===== src/rtl/sram_port_arbiter_pkg.sv =====
// Shared types for the two-port SRAM arbiter.
// State encoding and requester port indices.
package sram_port_arbiter_pkg;

  typedef enum logic [1:0] {
    ST_IDLE  = 2'd0,
    ST_ISSUE = 2'd1,
    ST_BUSY  = 2'd2,
    ST_DONE  = 2'd3
  } arb_state_e;

  localparam logic PORT_DATA = 1'b0;
  localparam logic PORT_AUX  = 1'b1;

endpackage


===== src/rtl/sram_port_arbiter_if.sv =====
// Requester + SramController bundle for the arbiter.
// slave: arbiter side; master: requesters/controller side.
interface sram_port_arbiter_if #(
  parameter int ADDR_W = 32,
  parameter int DATA_W = 32
);

  logic              req0In;
  logic              wr0In;
  logic [ADDR_W-1:0] addr0In;
  logic [DATA_W-1:0] wdata0In;
  logic [DATA_W-1:0] rdata0Out;
  logic              done0Out;
  logic              stall0Out;

  logic              req1In;
  logic              wr1In;
  logic [ADDR_W-1:0] addr1In;
  logic [DATA_W-1:0] wdata1In;
  logic [DATA_W-1:0] rdata1Out;
  logic              done1Out;
  logic              stall1Out;

  logic              memWrEnOut;
  logic              memRdEnOut;
  logic [ADDR_W-1:0] memAddrOut;
  logic [DATA_W-1:0] memWdataOut;
  logic [DATA_W-1:0] memRdataIn;
  logic              memReadyIn;

  modport slave (
    input  req0In, wr0In, addr0In, wdata0In,
    input  req1In, wr1In, addr1In, wdata1In,
    input  memRdataIn, memReadyIn,
    output rdata0Out, done0Out, stall0Out,
    output rdata1Out, done1Out, stall1Out,
    output memWrEnOut, memRdEnOut,
    output memAddrOut, memWdataOut
  );

  modport master (
    output req0In, wr0In, addr0In, wdata0In,
    output req1In, wr1In, addr1In, wdata1In,
    output memRdataIn, memReadyIn,
    input  rdata0Out, done0Out, stall0Out,
    input  rdata1Out, done1Out, stall1Out,
    input  memWrEnOut, memRdEnOut,
    input  memAddrOut, memWdataOut
  );

endinterface


===== src/rtl/sram_port_arbiter_arb_select.sv =====
// Winner pick for the arbiter plus port-1 starvation counter.
// Ports: clk, rst, arb_en (arbitration cycle), req0/req1, grant (winning port).
module arb_select
  import sram_port_arbiter_pkg::*;
#(
  parameter int STARVE_LIMIT = 4
) (
  input  logic clk,
  input  logic rst,
  input  logic arb_en,
  input  logic req0,
  input  logic req1,
  output logic grant
);

  localparam int CNT_W = $clog2(STARVE_LIMIT + 1);
  localparam logic [CNT_W-1:0] LIMIT = CNT_W'(STARVE_LIMIT);

  logic [CNT_W-1:0] starve_cnt;
  logic             at_limit;

  assign at_limit = (starve_cnt == LIMIT);

  // Port 0 normally has priority; a starved port 1 overrides it.
  always_comb begin
    grant = PORT_DATA;
    if (req1 && (!req0 || at_limit))
      grant = PORT_AUX;
  end

  always_ff @(posedge clk or posedge rst) begin
    if (rst) begin
      starve_cnt <= '0;
    end else if (arb_en) begin
      if (!req1 || grant == PORT_AUX)
        starve_cnt <= '0;
      else if (!at_limit)
        starve_cnt <= starve_cnt + 1'b1;
    end
  end

endmodule


===== src/rtl/sram_port_arbiter.sv =====
// Shares one SramController between data port 0 and aux port 1.
// Ports: clk, rst, bus (requesters, done/stall, controller side).
module sram_port_arbiter
  import sram_port_arbiter_pkg::*;
#(
  parameter int ADDR_W       = 32,
  parameter int DATA_W       = 32,
  parameter int STARVE_LIMIT = 4
) (
  input logic                 clk,
  input logic                 rst,
  sram_port_arbiter_if.slave  bus
);

  arb_state_e state;
  logic       owner;
  logic       lat_wr;
  logic       grant;
  logic       any_req;

  logic              sel_wr;
  logic [ADDR_W-1:0] sel_addr;
  logic [DATA_W-1:0] sel_wdata;

  assign any_req = bus.req0In | bus.req1In;

  arb_select #(
    .STARVE_LIMIT(STARVE_LIMIT)
  ) u_sel (
    .clk   (clk),
    .rst   (rst),
    .arb_en(state == ST_IDLE),
    .req0  (bus.req0In),
    .req1  (bus.req1In),
    .grant (grant)
  );

  always_comb begin
    sel_wr    = bus.wr0In;
    sel_addr  = bus.addr0In;
    sel_wdata = bus.wdata0In;
    if (grant == PORT_AUX) begin
      sel_wr    = bus.wr1In;
      sel_addr  = bus.addr1In;
      sel_wdata = bus.wdata1In;
    end
  end

  assign bus.stall0Out = bus.req0In & ~bus.done0Out;
  assign bus.stall1Out = bus.req1In & ~bus.done1Out;

  always_ff @(posedge clk or posedge rst) begin
    if (rst) begin
      state           <= ST_IDLE;
      owner           <= PORT_DATA;
      lat_wr          <= 1'b0;
      bus.memWrEnOut  <= 1'b0;
      bus.memRdEnOut  <= 1'b0;
      bus.memAddrOut  <= '0;
      bus.memWdataOut <= '0;
      bus.rdata0Out   <= '0;
      bus.rdata1Out   <= '0;
      bus.done0Out    <= 1'b0;
      bus.done1Out    <= 1'b0;
    end else begin
      bus.done0Out <= 1'b0;
      bus.done1Out <= 1'b0;
      unique case (state)
        ST_IDLE: begin
          if (any_req) begin
            owner           <= grant;
            lat_wr          <= sel_wr;
            bus.memWrEnOut  <= sel_wr;
            bus.memRdEnOut  <= ~sel_wr;
            bus.memAddrOut  <= sel_addr;
            bus.memWdataOut <= sel_wdata;
            state           <= ST_ISSUE;
          end
        end
        // Wait for the controller to accept (ready drops).
        ST_ISSUE: begin
          if (!bus.memReadyIn)
            state <= ST_BUSY;
        end
        ST_BUSY: begin
          if (bus.memReadyIn) begin
            bus.memWrEnOut <= 1'b0;
            bus.memRdEnOut <= 1'b0;
            if (!lat_wr) begin
              if (owner == PORT_AUX)
                bus.rdata1Out <= bus.memRdataIn;
              else
                bus.rdata0Out <= bus.memRdataIn;
            end
            if (owner == PORT_AUX)
              bus.done1Out <= 1'b1;
            else
              bus.done0Out <= 1'b1;
            state <= ST_DONE;
          end
        end
        ST_DONE: begin
          state <= ST_IDLE;
        end
        default: begin
          state <= ST_IDLE;
        end
      endcase
    end
  end

endmodule

===== src/flat_wrapper.sv =====
// flat-port wrapper written by rule: the top's interface ports become plain ports
module sram_port_arbiter_flat import sram_port_arbiter_pkg::*;
#(
  parameter int ADDR_W       = 32,
  parameter int DATA_W       = 32,
  parameter int STARVE_LIMIT = 4
)
  (clk, rst, bus_req0In, bus_wr0In, bus_addr0In, bus_wdata0In, bus_req1In, bus_wr1In, bus_addr1In, bus_wdata1In, bus_memRdataIn, bus_memReadyIn, bus_rdata0Out, bus_done0Out, bus_stall0Out, bus_rdata1Out, bus_done1Out, bus_stall1Out, bus_memWrEnOut, bus_memRdEnOut, bus_memAddrOut, bus_memWdataOut);
  sram_port_arbiter_if #(.ADDR_W(ADDR_W), .DATA_W(DATA_W)) bus_i ();
  input logic clk;
  input logic rst;
  input wire logic [$bits(bus_i.req0In)-1:0] bus_req0In;
  input wire logic [$bits(bus_i.wr0In)-1:0] bus_wr0In;
  input wire logic [$bits(bus_i.addr0In)-1:0] bus_addr0In;
  input wire logic [$bits(bus_i.wdata0In)-1:0] bus_wdata0In;
  input wire logic [$bits(bus_i.req1In)-1:0] bus_req1In;
  input wire logic [$bits(bus_i.wr1In)-1:0] bus_wr1In;
  input wire logic [$bits(bus_i.addr1In)-1:0] bus_addr1In;
  input wire logic [$bits(bus_i.wdata1In)-1:0] bus_wdata1In;
  input wire logic [$bits(bus_i.memRdataIn)-1:0] bus_memRdataIn;
  input wire logic [$bits(bus_i.memReadyIn)-1:0] bus_memReadyIn;
  output wire logic [$bits(bus_i.rdata0Out)-1:0] bus_rdata0Out;
  output wire logic [$bits(bus_i.done0Out)-1:0] bus_done0Out;
  output wire logic [$bits(bus_i.stall0Out)-1:0] bus_stall0Out;
  output wire logic [$bits(bus_i.rdata1Out)-1:0] bus_rdata1Out;
  output wire logic [$bits(bus_i.done1Out)-1:0] bus_done1Out;
  output wire logic [$bits(bus_i.stall1Out)-1:0] bus_stall1Out;
  output wire logic [$bits(bus_i.memWrEnOut)-1:0] bus_memWrEnOut;
  output wire logic [$bits(bus_i.memRdEnOut)-1:0] bus_memRdEnOut;
  output wire logic [$bits(bus_i.memAddrOut)-1:0] bus_memAddrOut;
  output wire logic [$bits(bus_i.memWdataOut)-1:0] bus_memWdataOut;
  assign bus_i.req0In = bus_req0In;
  assign bus_i.wr0In = bus_wr0In;
  assign bus_i.addr0In = bus_addr0In;
  assign bus_i.wdata0In = bus_wdata0In;
  assign bus_i.req1In = bus_req1In;
  assign bus_i.wr1In = bus_wr1In;
  assign bus_i.addr1In = bus_addr1In;
  assign bus_i.wdata1In = bus_wdata1In;
  assign bus_i.memRdataIn = bus_memRdataIn;
  assign bus_i.memReadyIn = bus_memReadyIn;
  assign bus_rdata0Out = bus_i.rdata0Out;
  assign bus_done0Out = bus_i.done0Out;
  assign bus_stall0Out = bus_i.stall0Out;
  assign bus_rdata1Out = bus_i.rdata1Out;
  assign bus_done1Out = bus_i.done1Out;
  assign bus_stall1Out = bus_i.stall1Out;
  assign bus_memWrEnOut = bus_i.memWrEnOut;
  assign bus_memRdEnOut = bus_i.memRdEnOut;
  assign bus_memAddrOut = bus_i.memAddrOut;
  assign bus_memWdataOut = bus_i.memWdataOut;
  sram_port_arbiter #(.ADDR_W(ADDR_W), .DATA_W(DATA_W), .STARVE_LIMIT(STARVE_LIMIT)) u_core (.clk(clk), .rst(rst), .bus(bus_i));
endmodule

===== config.mk =====
export PLATFORM = sky130hd
export DESIGN_NAME = sram_port_arbiter_flat
export DESIGN_NICKNAME = d
export VERILOG_FILES = /design/src/rtl/sram_port_arbiter_pkg.sv /design/src/rtl/sram_port_arbiter_if.sv /design/src/rtl/sram_port_arbiter_arb_select.sv /design/src/rtl/sram_port_arbiter.sv /design/src/flat_wrapper.sv
export SDC_FILE = /design/constraint.sdc
export NUM_CORES = 1
export LEC_CHECK = 0
export CORE_ASPECT_RATIO = 0.5
export CORE_UTILIZATION = 45
export DETAILED_ROUTE_END_ITERATION = 10
export DONT_BUFFER_PORTS = 1
export SLEW_MARGIN = 15
export SYNTH_ARGS = -nofsm -noshare
export SYNTH_HDL_FRONTEND = slang
export SYNTH_HIERARCHICAL = 1
export SYNTH_SLANG_ARGS = --single-unit
export TNS_END_PERCENT = 1

===== constraint.sdc =====
create_clock -name clk -period 6.7 [get_ports clk]
set_clock_uncertainty 0.15 [all_clocks]
set_input_delay 1.34 -clock clk [delete_from_list [all_inputs] [get_ports clk]]
set_output_delay 1.34 -clock clk [all_outputs]
set_load 0.01 [all_outputs]

======== Word-level counts from Yosys, hierarchy flattened ========
Cells that the tools add are included.
operators by class
  equality and inequality tests ........... 8
  $add $sub $neg .......................... 1
  reduce and logical (&&, ||, !) cells .... 13
  mux-type cells .......................... 21
  bitwise gates (word level) .............. 8
operators with widths
  operator                                              number
  two-way mux 32 bit                                    2
  two-way mux 1 bit                                     11
  one-hot mux 2 bit (4 select lines)                    1
  AND reduction 4 bit                                   2
  two-way mux 2 bit                                     3
  two-way mux 3 bit                                     2
  AND reduction 3 bit                                   2
  inverter 1 bit                                        5
  equality test 2 bit (second input constant)           2
  != test 2 x 1 -> 1 bit (second input constant)        2
  != test 2 bit (second input constant)                 2
  one-hot mux 1 bit (2 select lines)                    2
  AND reduction 2 bit                                   2
  adder 3 x 1 -> 3 bit (second input constant)          1
  equality test 3 bit (second input constant)           1
  bitwise AND 1 bit                                     2
  equality test 2 x 1 -> 1 bit (second input constant)  1
  logical NOT 1 bit                                     2
  logical NOT 2 bit                                     1
  logical OR 1 bit                                      2
  nonzero test 2 bit                                    1
  logical AND 1 bit                                     1
  bitwise OR 1 bit                                      1
storage, ports and cells
  bits in registers ....................... 139
  output and inout bits ................... 134
  logic and storage cells ................. 63
  input bits .............................. 167

======== Logic depth before layout (Yosys ltp) ========
Gate-level depths: netlist of the first run.
  word-level depth ........................ 8
  mapped depth ............................ 9
  depth with buffers taken out ............ 7

======== By module ========
The synthesis of the first run kept the hierarchy.
modules (own cells, without submodules)
  module             instances  cells an instance  area an instance (um2)  sequential area each (um2)
  sram_port_arbiter  1          450                5746.8                  3403.3
  arb_select         1          20                 200.2                   75.1

======== Worst setup path after synthesis of the first run ========
No wires, ideal clock.
  path kind ............................... input to output
  start point ............................. in bus_req0In
  end point ............................... out bus_stall0Out
  stages on the path ...................... 1
  path buffers ............................ 0
  arrival time ............................ 1.537 ns
  setup slack ............................. 3.673 ns
  required time ........................... 5.210 ns
  cell sequence ........................... nor2b_1
on the way
  longest elaborated chain between the ends .. 1
RTL lines
  what                line                     text
  start: declaration  flat_wrapper.sv:12       input wire logic [$bits(bus_i.req0In)-1:0] bus_req0In;
  bitwise AND 1 bit   sram_port_arbiter.sv:49  assign bus.stall0Out = bus.req0In & ~bus.done0Out;
  end: declaration    flat_wrapper.sv:24       output wire logic [$bits(bus_i.stall0Out)-1:0] bus_stall0Out;
Every way passes these cells.

======== Worst setup path after layout of the first run ========
  start point ............................. in bus_req1In
  end point ............................... reg u_core.bus.memAddrOut[28]
on the way
  longest elaborated chain between the ends .. 3
  elaborated cells on any way between the ends .. 5
  those cells by class .................... 2 x mux; 1 x bitwise; 2 x reduce/logical
RTL lines
  what                    line                                text
  start: declaration      flat_wrapper.sv:16                  input wire logic [$bits(bus_i.req1In)-1:0] bus_req1In;
  logical AND 1 bit       sram_port_arbiter_arb_select.sv:27  if (req1 && (!req0 || at_limit))
  two-way mux 1 bit       sram_port_arbiter_arb_select.sv:27
  two-way mux 32 bit      sram_port_arbiter.sv:42             if (grant == PORT_AUX) begin
  end signal: assignment  sram_port_arbiter.sv:75             bus.memAddrOut <= sel_addr;
  end: declaration        sram_port_arbiter_if.sv:38          output memAddrOut, memWdataOut
Several ways; a longest one is shown, not always the timed one.
A chain may end at the register's enable or synchronous reset.

==> results of run 1 <==
## registers in the layout, indices dropped and copies added (netlist names)
name / cells
u_core/bus.memWrEnOut: 1
u_core/bus.rdata1Out: 32
u_core/bus.rdata0Out: 32
u_core/bus.memWdataOut: 32
u_core/bus.done1Out: 1
u_core/state: 2
u_core/lat_wr: 1
u_core/u_sel/starve_cnt: 3
u_core/bus.memAddrOut: 32
u_core/bus.done0Out: 1
u_core/owner: 1
u_core/bus.memRdEnOut: 1
## worst paths after layout
check	startpoint	endpoint	slack, ns
worst max-delay path	bus_req1In	u_core/bus.memAddrOut[28]$_DFFE_PP0P_	3.49
worst min-delay path	u_core/bus.memWdataOut[7]$_DFFE_PP0P_	u_core/bus.memWdataOut[7]$_DFFE_PP0P_	0.40
worst max register to register	u_core/u_sel/starve_cnt[0]$_DFFE_PP0P_	u_core/bus.memAddrOut[28]$_DFFE_PP0P_	3.69
worst min register to register	u_core/bus.memWdataOut[7]$_DFFE_PP0P_	u_core/bus.memWdataOut[7]$_DFFE_PP0P_	0.40
max in group asynchronous	rst	u_core/bus.rdata0Out[1]$_DFFE_PP0P_	4.43
min in group asynchronous	rst	u_core/u_sel/starve_cnt[1]$_DFFE_PP0P_	0.53
## cells in the final DEF, fill, tap and decap left out, types with 2 or more instances in the layout
master	synthesis	final
sky130_fd_sc_hd__nand2_1	67	67
sky130_fd_sc_hd__nor2_1	4	4
sky130_fd_sc_hd__inv_1	7	6
sky130_fd_sc_hd__nor2b_1	4	4
sky130_fd_sc_hd__buf_4	2	5
sky130_fd_sc_hd__o21ai_1	10	9
sky130_fd_sc_hd__mux2_1	2	2
sky130_fd_sc_hd__mux2_2	66	66
sky130_fd_sc_hd__clkinvlp_4	0	3
sky130_fd_sc_hd__inv_6	0	3
sky130_fd_sc_hd__bufinv_16	0	3
sky130_fd_sc_hd__clkbuf_16	0	17
sky130_fd_sc_hd__o21ai_0	56	56
sky130_fd_sc_hd__ha_1	6	6
sky130_fd_sc_hd__nand4_1	2	2
sky130_fd_sc_hd__clkinv_4	0	3
sky130_fd_sc_hd__mux2i_1	67	67
sky130_fd_sc_hd__dfrtp_1	139	139
sky130_fd_sc_hd__clkinv_2	0	3
## through the flow
step,hold WS [ns],worst slack [ns],area (um^2),total power [uW],instances
after floorplan,0.364,1.57,5950,2260,470
after global placement,0.385,3.12,6040,2420,617
after detailed placement,0.393,3.08,6040,2450,617
after CTS,0.407,3.51,6640,3410,648
after global routing,0.422,3.37,6660,3590,649
final,0.400,3.49,6660,3360,649
## cell families after synthesis
logic type               synth area share (%)
AND/OR/NAND/NOR                          6.23
buffers and inverters                    3.51
AO/OA/AOI/OAI                            6.35
adder cells (fa/ha/maj)                  1.26
flip-flops                               58.5
multiplexers                             24.2
## critical path, stage by stage
cell,delay (ns)
sky130_fd_sc_hd__a21boi_4,0.84
sky130_fd_sc_hd__buf_4,0.68
sky130_fd_sc_hd__mux2i_1,0.30
sky130_fd_sc_hd__o21ai_0,0.10
## power by group through the flow
stage / Sequential (uW) / Combinational [uW] / Clock, uW
finish: 1710 / 707 / 945
global route: 1780 / 814 / 1000
CTS: 1730 / 708 / 973
detailed placement: 1740 / 712 / 0
global placement: 1730 / 682 / 0
floorplan: 1630 / 630 / 0
## area by class of cell
class | instances | area share [%]
Sequential cell | 139 | 52.2
Multi-Input combinational cell | 296 | 34.3
Clock buffer | 17 | 6.39
Tap cell | 170 | 3.19
Clock inverter | 14 | 2.57
Timing Repair Buffer | 6 | 0.864
Inverter | 7 | 0.470
## metal layers
metal | track usage, % | part of all wire (%) | vias up
li1 | - | - | 1630
met1 | 21.0 | 39 | 1605
met2 | 29.9 | 50 | 136
met3 | 6.64 | 9.8 | 11
met4 | 5.75 | 0.88 | 0
met5 | 0 | 0 | -
==> qor_table.md, run 1 <==
| Result | This run | Unit |
|---|---|---|
| Synthesis-to-layout area growth | 12.0 | % |
| Worst Hold Path Cells | 2 | - |
| Worst Reg-to-Reg Cells | 7 | - |
| Number of cells upsized or downsized after cts | 0 | - |
| Most common cell in the netlist | sky130_fd_sc_hd__dfrtp_1 | - |
| Syn_area_per_cell | 12.7 | um^2 |
| Number of hold buffers added after CTS | 0 | - |
| Overall routing resource usage | 17.8 | % |
| WP data required | 6.80 | ns |
| Sequential cell area | 3480 | um^2 |
| Max-cap violation count | 0 | - |
| Io pins | 301 | - |
| Root Buffer | sky130_fd_sc_hd__clkbuf_16 | - |
| Category of the critical setup timing path | in -> reg | - |
| Sw frac | 35.1 | % |
| Wire length after detailed routing | 12100 | um |
| CP startpoint kind | input pin | - |
| Internal Pwr Total | 2180 | uW |
| Syn Inst Count | 470 | - |
| Post-synth EDFFs | 0 | - |
| Headroom to the max-slew limit | 25.3 | % |
| Row count | 29 | - |
| Number of library cell types mapped by synthesis | 29 | - |
| Ratio of cells with drive above 1 in the final layout | 23.2 | % |
| Die Footprint | 13700 | um^2 |
| Final count of pins violating max slew | 0 | - |
| Critical path data arrival time | 3.31 | ns |
| Clock insertion delay at the later pin of the skew report | 0.40 | ns |
| Final core occ | 52.1 | % |
| Maximum number of pins on one net before global-route repair | 88 | - |
| First-pass GRT wire length | 18500 | um |
| TritonCTS Sinks | 139 | - |
| Maximum fanout count along the critical path | 40 | - |
| Height of the die | 83.3 | um |
| # H-tree levels | 4 | - |
| Primary flip-flop cell chosen by synthesis mapping | sky130_fd_sc_hd__dfrtp_1 | - |
| Leakage power of the design | 0.00300 | uW |
| Combinational group share of total power | 21.0 | % |
| RSZ-0062 raised after global routing | false | - |
| Core area | 12800 | um^2 |
| Number of warnings reported in the yosys synthesis log | 6 | - |
| Via count of the first global-routing pass | 3385 | - |
| Total global routing overflow | 0 | - |
| Main area contributors after synthesis | sky130_fd_sc_hd__dfrtp_1, sky130_fd_sc_hd__mux2_2, sky130_fd_sc_hd__mux2i_1 | - |
| Clock share of power | 28.1 | % |
| Switching component of the power | 1180 | uW |
| Fmax | 312 | MHz |
| Min Tclk post-route | 3.21 | ns |
| Setup violators final | 0 | - |
| Antenna cells | 0 | - |
| Synth async-reset ratio | 100 | % |
| Register bit count reported by yosys | 139 | - |
| Total area of multi-input combinational cells | 2280 | um^2 |
| Remaining routing DRC violations | 0 | - |
| Filler Cell Count | 1144 | - |
| Count of buffers inserted at the top-level ports | 0 | - |
| Clk slew on worst S/H paths | 0.06 | ns |
| Worst Tran Pin Value | 1.12 | ns |
| Initial core utilization | 46.6 | % |
| VDD IR max | 0.208 | mV |
| Portion of synthesized cell area occupied by the leading cell type | 58.5 | % |
| Synthesized net count | 643 | - |
| CTS buffer count | 17 | - |
| Proportion of synthesized chip area in sequential cells | 58.5 | % |
| Maximum count of clock buffers along a single path | 2 | - |
| Pwr/cell area | 505 | nW/um^2 |
| Iteration count of the initial detailed-routing pass | 6 | - |
| Post-Syn Area | 5950 | um^2 |
| Antenna violations before repair | 0 | - |
| Routed via count | 3382 | - |
| Antenna viol nets, final | 0 | - |
| Ratio of routed vias to standard cells | 5.21 | - |
| Class of the most critical hold timing path | reg -> reg | - |
| Setup TNS | 0 | ns |
| Period Utilization, post-route | 47.8 | % |
| Cell taking the most area after synthesis | sky130_fd_sc_hd__dfrtp_1 | - |
| Sequential Power Share | 50.9 | % |
| Worst Setup End Kind | flop | - |
| Top post-synthesis cells by count | sky130_fd_sc_hd__dfrtp_1, sky130_fd_sc_hd__mux2i_1, sky130_fd_sc_hd__nand2_1 | - |
| RD Place Congestion | 0.722 | - |
| Routed wire per std cell | 18.6 | um |
| Post-detail-place hpwl | 8510 | um |
| Clock tree from TritonCTS | built | - |
| Outcome | complete, no violations | - |
| Number of nets in the layout | 640 | - |
| Horizontal die dimension | 165 | um |
| Hold Fails Final Rpt | 0 | - |
| Violation count after the first detailed-routing iteration | 147 | - |
| Setup Buffers After CTS | 0 | - |
Power figures use the tool's default switching activity.
==> inputs of run 2 (changes only) <==
Clock period 6.7 ns to 2.9 ns, I/O delays scaled along.
==> qor_table.md, run 2 (synthesis gave the netlist of run 1 again) <==
| Result | This run | Unit |
|---|---|---|
| Worst Setup End Kind | flop | - |
| Height of the die | 83.3 | um |
| Antenna cells | 0 | - |
| Wire length after detailed routing | 11800 | um |
| Violation count after the first detailed-routing iteration | 140 | - |
| Clock insertion delay at the later pin of the skew report | 0.40 | ns |
| Critical path data arrival time | 2.33 | ns |
| Horizontal die dimension | 165 | um |
| Min Tclk post-route | 2.19 | ns |
| CTS buffer count | 17 | - |
| RSZ-0062 raised after global routing | false | - |
| Worst path slowest cell | sky130_fd_sc_hd__nand4b_2 | - |
| First-pass GRT wire length | 18300 | um |
| Clock share of power | 27.7 | % |
| Crit-path cells | inv_1 -> ha_1 -> nand4b_2 -> buf_12 -> mux2_2 | - |
| Ratio of cells with drive above 1 in the final layout | 23.6 | % |
| TritonCTS Sinks | 139 | - |
| Post-Layout Cell Count | 653 | - |
| Antenna viol nets, final | 0 | - |
| Filler Cell Count | 1116 | - |
| Via count of the first global-routing pass | 3464 | - |
| Headroom to the max-slew limit | 58.6 | % |
| Clk slew on worst S/H paths | 0.07 | ns |
| Die Footprint | 13700 | um^2 |
| Overall routing resource usage | 17.5 | % |
| CP startpoint kind | flop | - |
| Clock tree from TritonCTS | built | - |
| Number of nets in the layout | 643 | - |
| Final count of pins violating max slew | 0 | - |
| Max-cap violation count | 0 | - |
| Most common library cell in the layout ignoring fill and taps | sky130_fd_sc_hd__dfrtp_1 | - |
| Number of buffers and inverters on the critical path | 2 | - |
| Most frequent cells in the layout | sky130_fd_sc_hd__dfrtp_1, sky130_fd_sc_hd__mux2i_1, sky130_fd_sc_hd__nand2_1 | - |
| Antenna violations before repair | 0 | - |
| Fmax | 456 | MHz |
| Hold Fails Final Rpt | 0 | - |
| Maximum count of clock buffers along a single path | 2 | - |
| Synthesis-to-layout area growth | 12.7 | % |
| Post-detail-place hpwl | 8410 | um |
| Setup TNS | 0 | ns |
| VDD IR max | 0.558 | mV |
| Sequential cell area | 3480 | um^2 |
| Period Utilization, post-route | 75.6 | % |
| Internal Pwr Total | 4940 | uW |
| Routed wire per std cell | 18.1 | um |
| Ratio of routed vias to standard cells | 5.20 | - |
| Outcome | complete, no violations | - |
| Class of the most critical hold timing path | in -> async | - |
| Max stage delay on crit path | 0.53 | ns |
| Io pins | 301 | - |
| Total global routing overflow | 0 | - |
| Setup violators final | 0 | - |
| Switching component of the power | 2790 | uW |
| WP data required | 3.03 | ns |
| Total area of multi-input combinational cells | 2280 | um^2 |
| Worst Tran Pin Value | 0.618 | ns |
| Launch instance of the worst register-to-register path | u_core/state[0]$_DFFE_PP0P_ | - |
| Count of buffers inserted at the top-level ports | 0 | - |
| Category of the critical setup timing path | reg -> reg | - |
| # H-tree levels | 4 | - |
| Routed via count | 3395 | - |
| Maximum fanout count along the critical path | 17 | - |
| Kind of cell with the highest combined delay on the critical path | simple AND/OR/NAND/NOR gates | - |
| Core area | 12800 | um^2 |
| Remaining routing DRC violations | 0 | - |
| Leakage power of the design | 0.00301 | uW |
| RD Place Congestion | 0.706 | - |
| CP Launch Point | u_core/state[0]$_DFFE_PP0P_ | - |
| Sw frac | 36.1 | % |
| Combinational group share of total power | 21.2 | % |
| Row count | 29 | - |
| Pwr/cell area | 1150 | nW/um^2 |
| Maximum number of pins on one net before global-route repair | 132 | - |
| Iteration count of the initial detailed-routing pass | 4 | - |
| Initial core utilization | 46.6 | % |
| Placed Cells incl. Taps | 620 | - |
| Root Buffer | sky130_fd_sc_hd__clkbuf_16 | - |
| Sequential Power Share | 51.1 | % |
## run 2: final cells by class
class	instances	area share [%]
multi-input combinational	296	34.1
sequential	139	51.9
timing repair buffer	9	1.61
clock inverter	14	2.24
tap	170	3.17
clock buffer	18	6.55
inverter	7	0.448
## run 2: layer usage
layer	up-vias	global-route usage [%]	routed length (um)
li1	1631	-	-
met1	1624	20.5	4770
met2	133	29.6	5890
met3	7	6.64	1100
met4	0	5.75	85
met5	-	0	0
## run 2: metrics by stage
step	worst slack (ns)	total power [uW]	hold WS [ns]	instance area (um^2)	utilization, %
4_1_cts	0.669	7850	0.0645	6700	52.5
3_5_place_dp	0.662	5680	0.203	6100	47.8
5_1_grt	0.513	8260	0.104	6700	52.5
3_3_place_gp	0.721	5600	0.199	6100	47.8
6_report	0.706	7730	0.0157	6700	52.5
2_1_floorplan	0.477	5210	0.184	5950	-
## run 2: worst paths after layout
check	depth (start not counted)	slack (ns)	end
max	5	0.71	u_core/bus.rdata1Out[21]$_DFFE_PP0P_
min	2	0.02	u_core/bus.rdata1Out[27]$_DFFE_PP0P_
max reg2reg	5	0.71	u_core/bus.rdata1Out[21]$_DFFE_PP0P_
min reg2reg	2	0.40	u_core/bus.memWdataOut[9]$_DFFE_PP0P_
max in group asynchronous	2	2.10	u_core/bus.rdata0Out[5]$_DFFE_PP0P_
min in group clk	1	0.16	u_core/bus.rdata0Out[24]$_DFFE_PP0P_
## run 2: timing repair
action | CTS | global route
hold endpoints to repair | 3 | 0
resized for setup | 0 | 0
buffers inserted | 0 | 0
setup endpoints to repair | 0 | 0
hold buffers | 1 | 0
## run 2: power by group through the flow
stage	Sequential (uW)	Combinational (uW)	Clock [uW]
floorplan	3760	1460	0
global placement	4010	1590	0
global route	4090	1870	2300
CTS	3980	1670	2200
finish	3950	1640	2140
detailed placement	4000	1680	0
==> inputs of run 3 (changes only) <==
Clock period 2.9 ns to 1.8 ns, I/O delays scaled along.
==> qor_table.md, run 3 (synthesis gave the netlist of run 1 again) <==
| Result | This run | Unit |
|---|---|---|
| Minimum hold slack | -0.0100 | ns |
| Total global routing overflow | 0 | - |
| Period Utilization, post-route | 106 | % |
| RD Place Congestion | 0.740 | - |
| Ratio of routed vias to standard cells | 5.20 | - |
| Worst Tran Pin Value | 0.414 | ns |
| Io pins | 301 | - |
| Outcome | complete, but fails checks | - |
| Antenna viol nets, final | 0 | - |
| Initial core utilization | 46.6 | % |
| Most used routing layer | met2 | - |
| CTS buffer count | 17 | - |
| Worst Reg-to-Reg Cells | 8 | - |
| Clock insertion delay at the later pin of the skew report | 0.40 | ns |
| Launch instance of the worst register-to-register path | u_core/u_sel/starve_cnt[0]$_DFFE_PP0P_ | - |
| Post-detail-place hpwl | 8540 | um |
| Total area of multi-input combinational cells | 2340 | um^2 |
| Hold Fails Final Rpt | 4 | - |
| VDD IR max | 0.883 | mV |
| Maximum fanout count along the critical path | 3 | - |
| Maximum count of clock buffers along a single path | 2 | - |
| Global-route met3 utilization | 7.44 | % |
| Clock tree from TritonCTS | built | - |
| Setup violators final | 22 | - |
| Source of the worst hold timing path | bus_wdata0In[5] | - |
| Fmax | 526 | MHz |
| Routed wire per std cell | 18.7 | um |
| Antenna cells | 0 | - |
| Total design power | 13000 | uW |
| Violations in the final reports | negative hold slack, negative setup slack | - |
| Leakage power of the design | 0.00343 | uW |
| Post-layout worst setup margin | -0.102 | ns |
| Horizontal die dimension | 165 | um |
| Row count | 29 | - |
| Core area | 12800 | um^2 |
| Remaining routing DRC violations | 0 | - |
| Met1 global-route usage | 22.5 | % |
| Worst setup timing slack at the placement stage | -0.115 | ns |
| Filler Cell Count | 992 | - |
| Pwr/cell area | 1690 | nW/um^2 |
| TritonCTS Sinks | 139 | - |
| Category of the critical setup timing path | reg -> reg | - |
| Headroom to the max-slew limit | 72.2 | % |
| First-pass GRT wire length | 20500 | um |
| Min Tclk post-route | 1.90 | ns |
| WP data required | 1.93 | ns |
| Violation count after the first detailed-routing iteration | 125 | - |
| Number of nets in the layout | 732 | - |
| Die Footprint | 13700 | um^2 |
| Iteration count of the initial detailed-routing pass | 4 | - |
| CP startpoint kind | flop | - |
| Most frequent cells in the layout | sky130_fd_sc_hd__dfrtp_1, sky130_fd_sc_hd__dlygate4sd3_1, sky130_fd_sc_hd__nand2_1 | - |
| Routed via count | 3860 | - |
| Ratio of cells with drive above 1 in the final layout | 24.0 | % |
| Via count of the first global-routing pass | 3901 | - |
| Antenna violations before repair | 0 | - |
| Most common library cell in the layout ignoring fill and taps | sky130_fd_sc_hd__dfrtp_1 | - |
| Final count of pins violating max slew | 0 | - |
| Height of the die | 83.3 | um |
| Sequential cell area | 3480 | um^2 |
| Maximum number of pins on one net before global-route repair | 76 | - |
| Root Buffer | sky130_fd_sc_hd__clkbuf_16 | - |
| Internal reg-to-reg setup slack | -0.10 | ns |
| Worst Hold Path Cells | 2 | - |
| Max-cap violation count | 0 | - |
| Class of the most critical hold timing path | in -> reg | - |
| Wire length after detailed routing | 13800 | um |
| RSZ-0062 raised after global routing | true | - |
| Overall routing resource usage | 19.4 | % |
| Terminating pin of the worst hold path | u_core/bus.memWdataOut[5]$_DFFE_PP0P_ | - |
| Worst Setup End Kind | flop | - |
| Clk slew on worst S/H paths | 0.06 | ns |
| FF-to-FF End | u_core/bus.memWrEnOut$_DFFE_PP0P_ | - |
| Count of buffers inserted at the top-level ports | 0 | - |
| Synthesis-to-layout area growth | 29.7 | % |
| Met2 capacity usage during global routing | 33.8 | % |
| Critical path data arrival time | 2.04 | ns |
| # H-tree levels | 4 | - |
-- run 3: cell count changes in the layout (fill, tap and decap cells not counted), sizes merged --
cell,before,now
inv,16,9
clkinv,0,6
dlygate4sd3,1,76
buf,8,21
clkbuf,18,20
-- run 3: layout make-up --
type	instances	area share, %
clock buffers	19	5.74
clock inverters	13	1.51
repair buffers	98	14.2
well taps	170	2.76
flip-flops and latches	139	45.1
multi-input cells	296	30.3
inverters	7	0.389
-- run 3: layer usage --
layer,share of wire (%),vias up,routed length (um)
met1,40,1888,5590
met5,0,-,0
met3,8.4,13,1170
li1,-,1814,-
met4,1.0,0,142
met2,50,145,6950
-- run 3: repair_timing --
action                                  4_1_cts  5_1_grt
gates cloned                                  2        1
buffers inserted                              3        1
pin swaps                                     1        7
hold buffers                                 48       28
hold endpoints to repair                    212       15
resized for setup                             3       68
endpoints found under the setup margin       98      131
-- run 3: power breakdown --
| part | internal [uW] | leakage [uW] | switching (uW) | total [uW] |
|---|---|---|---|---|
| combinational | 1780 | 0.00144 | 1530 | 3310 |
| sequential | 4620 | 0.00172 | 1780 | 6400 |
| clock | 1940 | 0.000270 | 1350 | 3290 |
-- run 3: how the worst max path moves through the flow --
stage | start | endpoint | slack [ns] | depth (start not counted)
after floorplan | rst | u_core/bus.done0Out$_DFF_PP0_ | -0.40 | 1
after global placement | u_core/state[0]$_DFFE_PP0P_ | u_core/bus.memRdEnOut$_DFFE_PP0P_ | -0.05 | 6
after detailed placement | u_core/u_sel/starve_cnt[0]$_DFFE_PP0P_ | u_core/bus.memAddrOut[17]$_DFFE_PP0P_ | -0.11 | 7
after CTS | u_core/u_sel/starve_cnt[1]$_DFFE_PP0P_ | u_core/bus.memAddrOut[29]$_DFFE_PP0P_ | -0.09 | 8
after global routing | u_core/u_sel/starve_cnt[0]$_DFFE_PP0P_ | u_core/bus.memWrEnOut$_DFFE_PP0P_ | -0.19 | 8
final | u_core/u_sel/starve_cnt[0]$_DFFE_PP0P_ | u_core/bus.memWrEnOut$_DFFE_PP0P_ | -0.10 | 8
-- run 3: worst max-delay path, stage by stage (launching register included) --
cell and delay (ns):
sky130_fd_sc_hd__dfrtp_1 0.40, sky130_fd_sc_hd__inv_2 0.10, sky130_fd_sc_hd__ha_4 0.14, sky130_fd_sc_hd__nand2_4 0.06
sky130_fd_sc_hd__a21boi_4 0.20, sky130_fd_sc_hd__buf_6 0.16, sky130_fd_sc_hd__mux2i_4 0.24, sky130_fd_sc_hd__nor2_1 0.07
sky130_fd_sc_hd__mux2_4 0.26
-- run 3: stage by stage --
| stage | cell area (um^2) | setup TNS [ns] | cells | util, % | hold slack (ns) |
|---|---|---|---|---|---|
| 2_1_floorplan | 5950 | -58.39 | 470 | - | -0.0364 |
| 3_3_place_gp | 6220 | -0.842 | 627 | 48.7 | -0.0209 |
| 3_5_place_dp | 6220 | -3.80 | 627 | 48.7 | -0.0174 |
| 4_1_cts | 7340 | -2.62 | 712 | 57.5 | 0.00191 |
| 5_1_grt | 7720 | -6.64 | 742 | 60.4 | 0.000276 |
| 6_report | 7720 | -0.454 | 742 | 60.4 | -0.0100 |
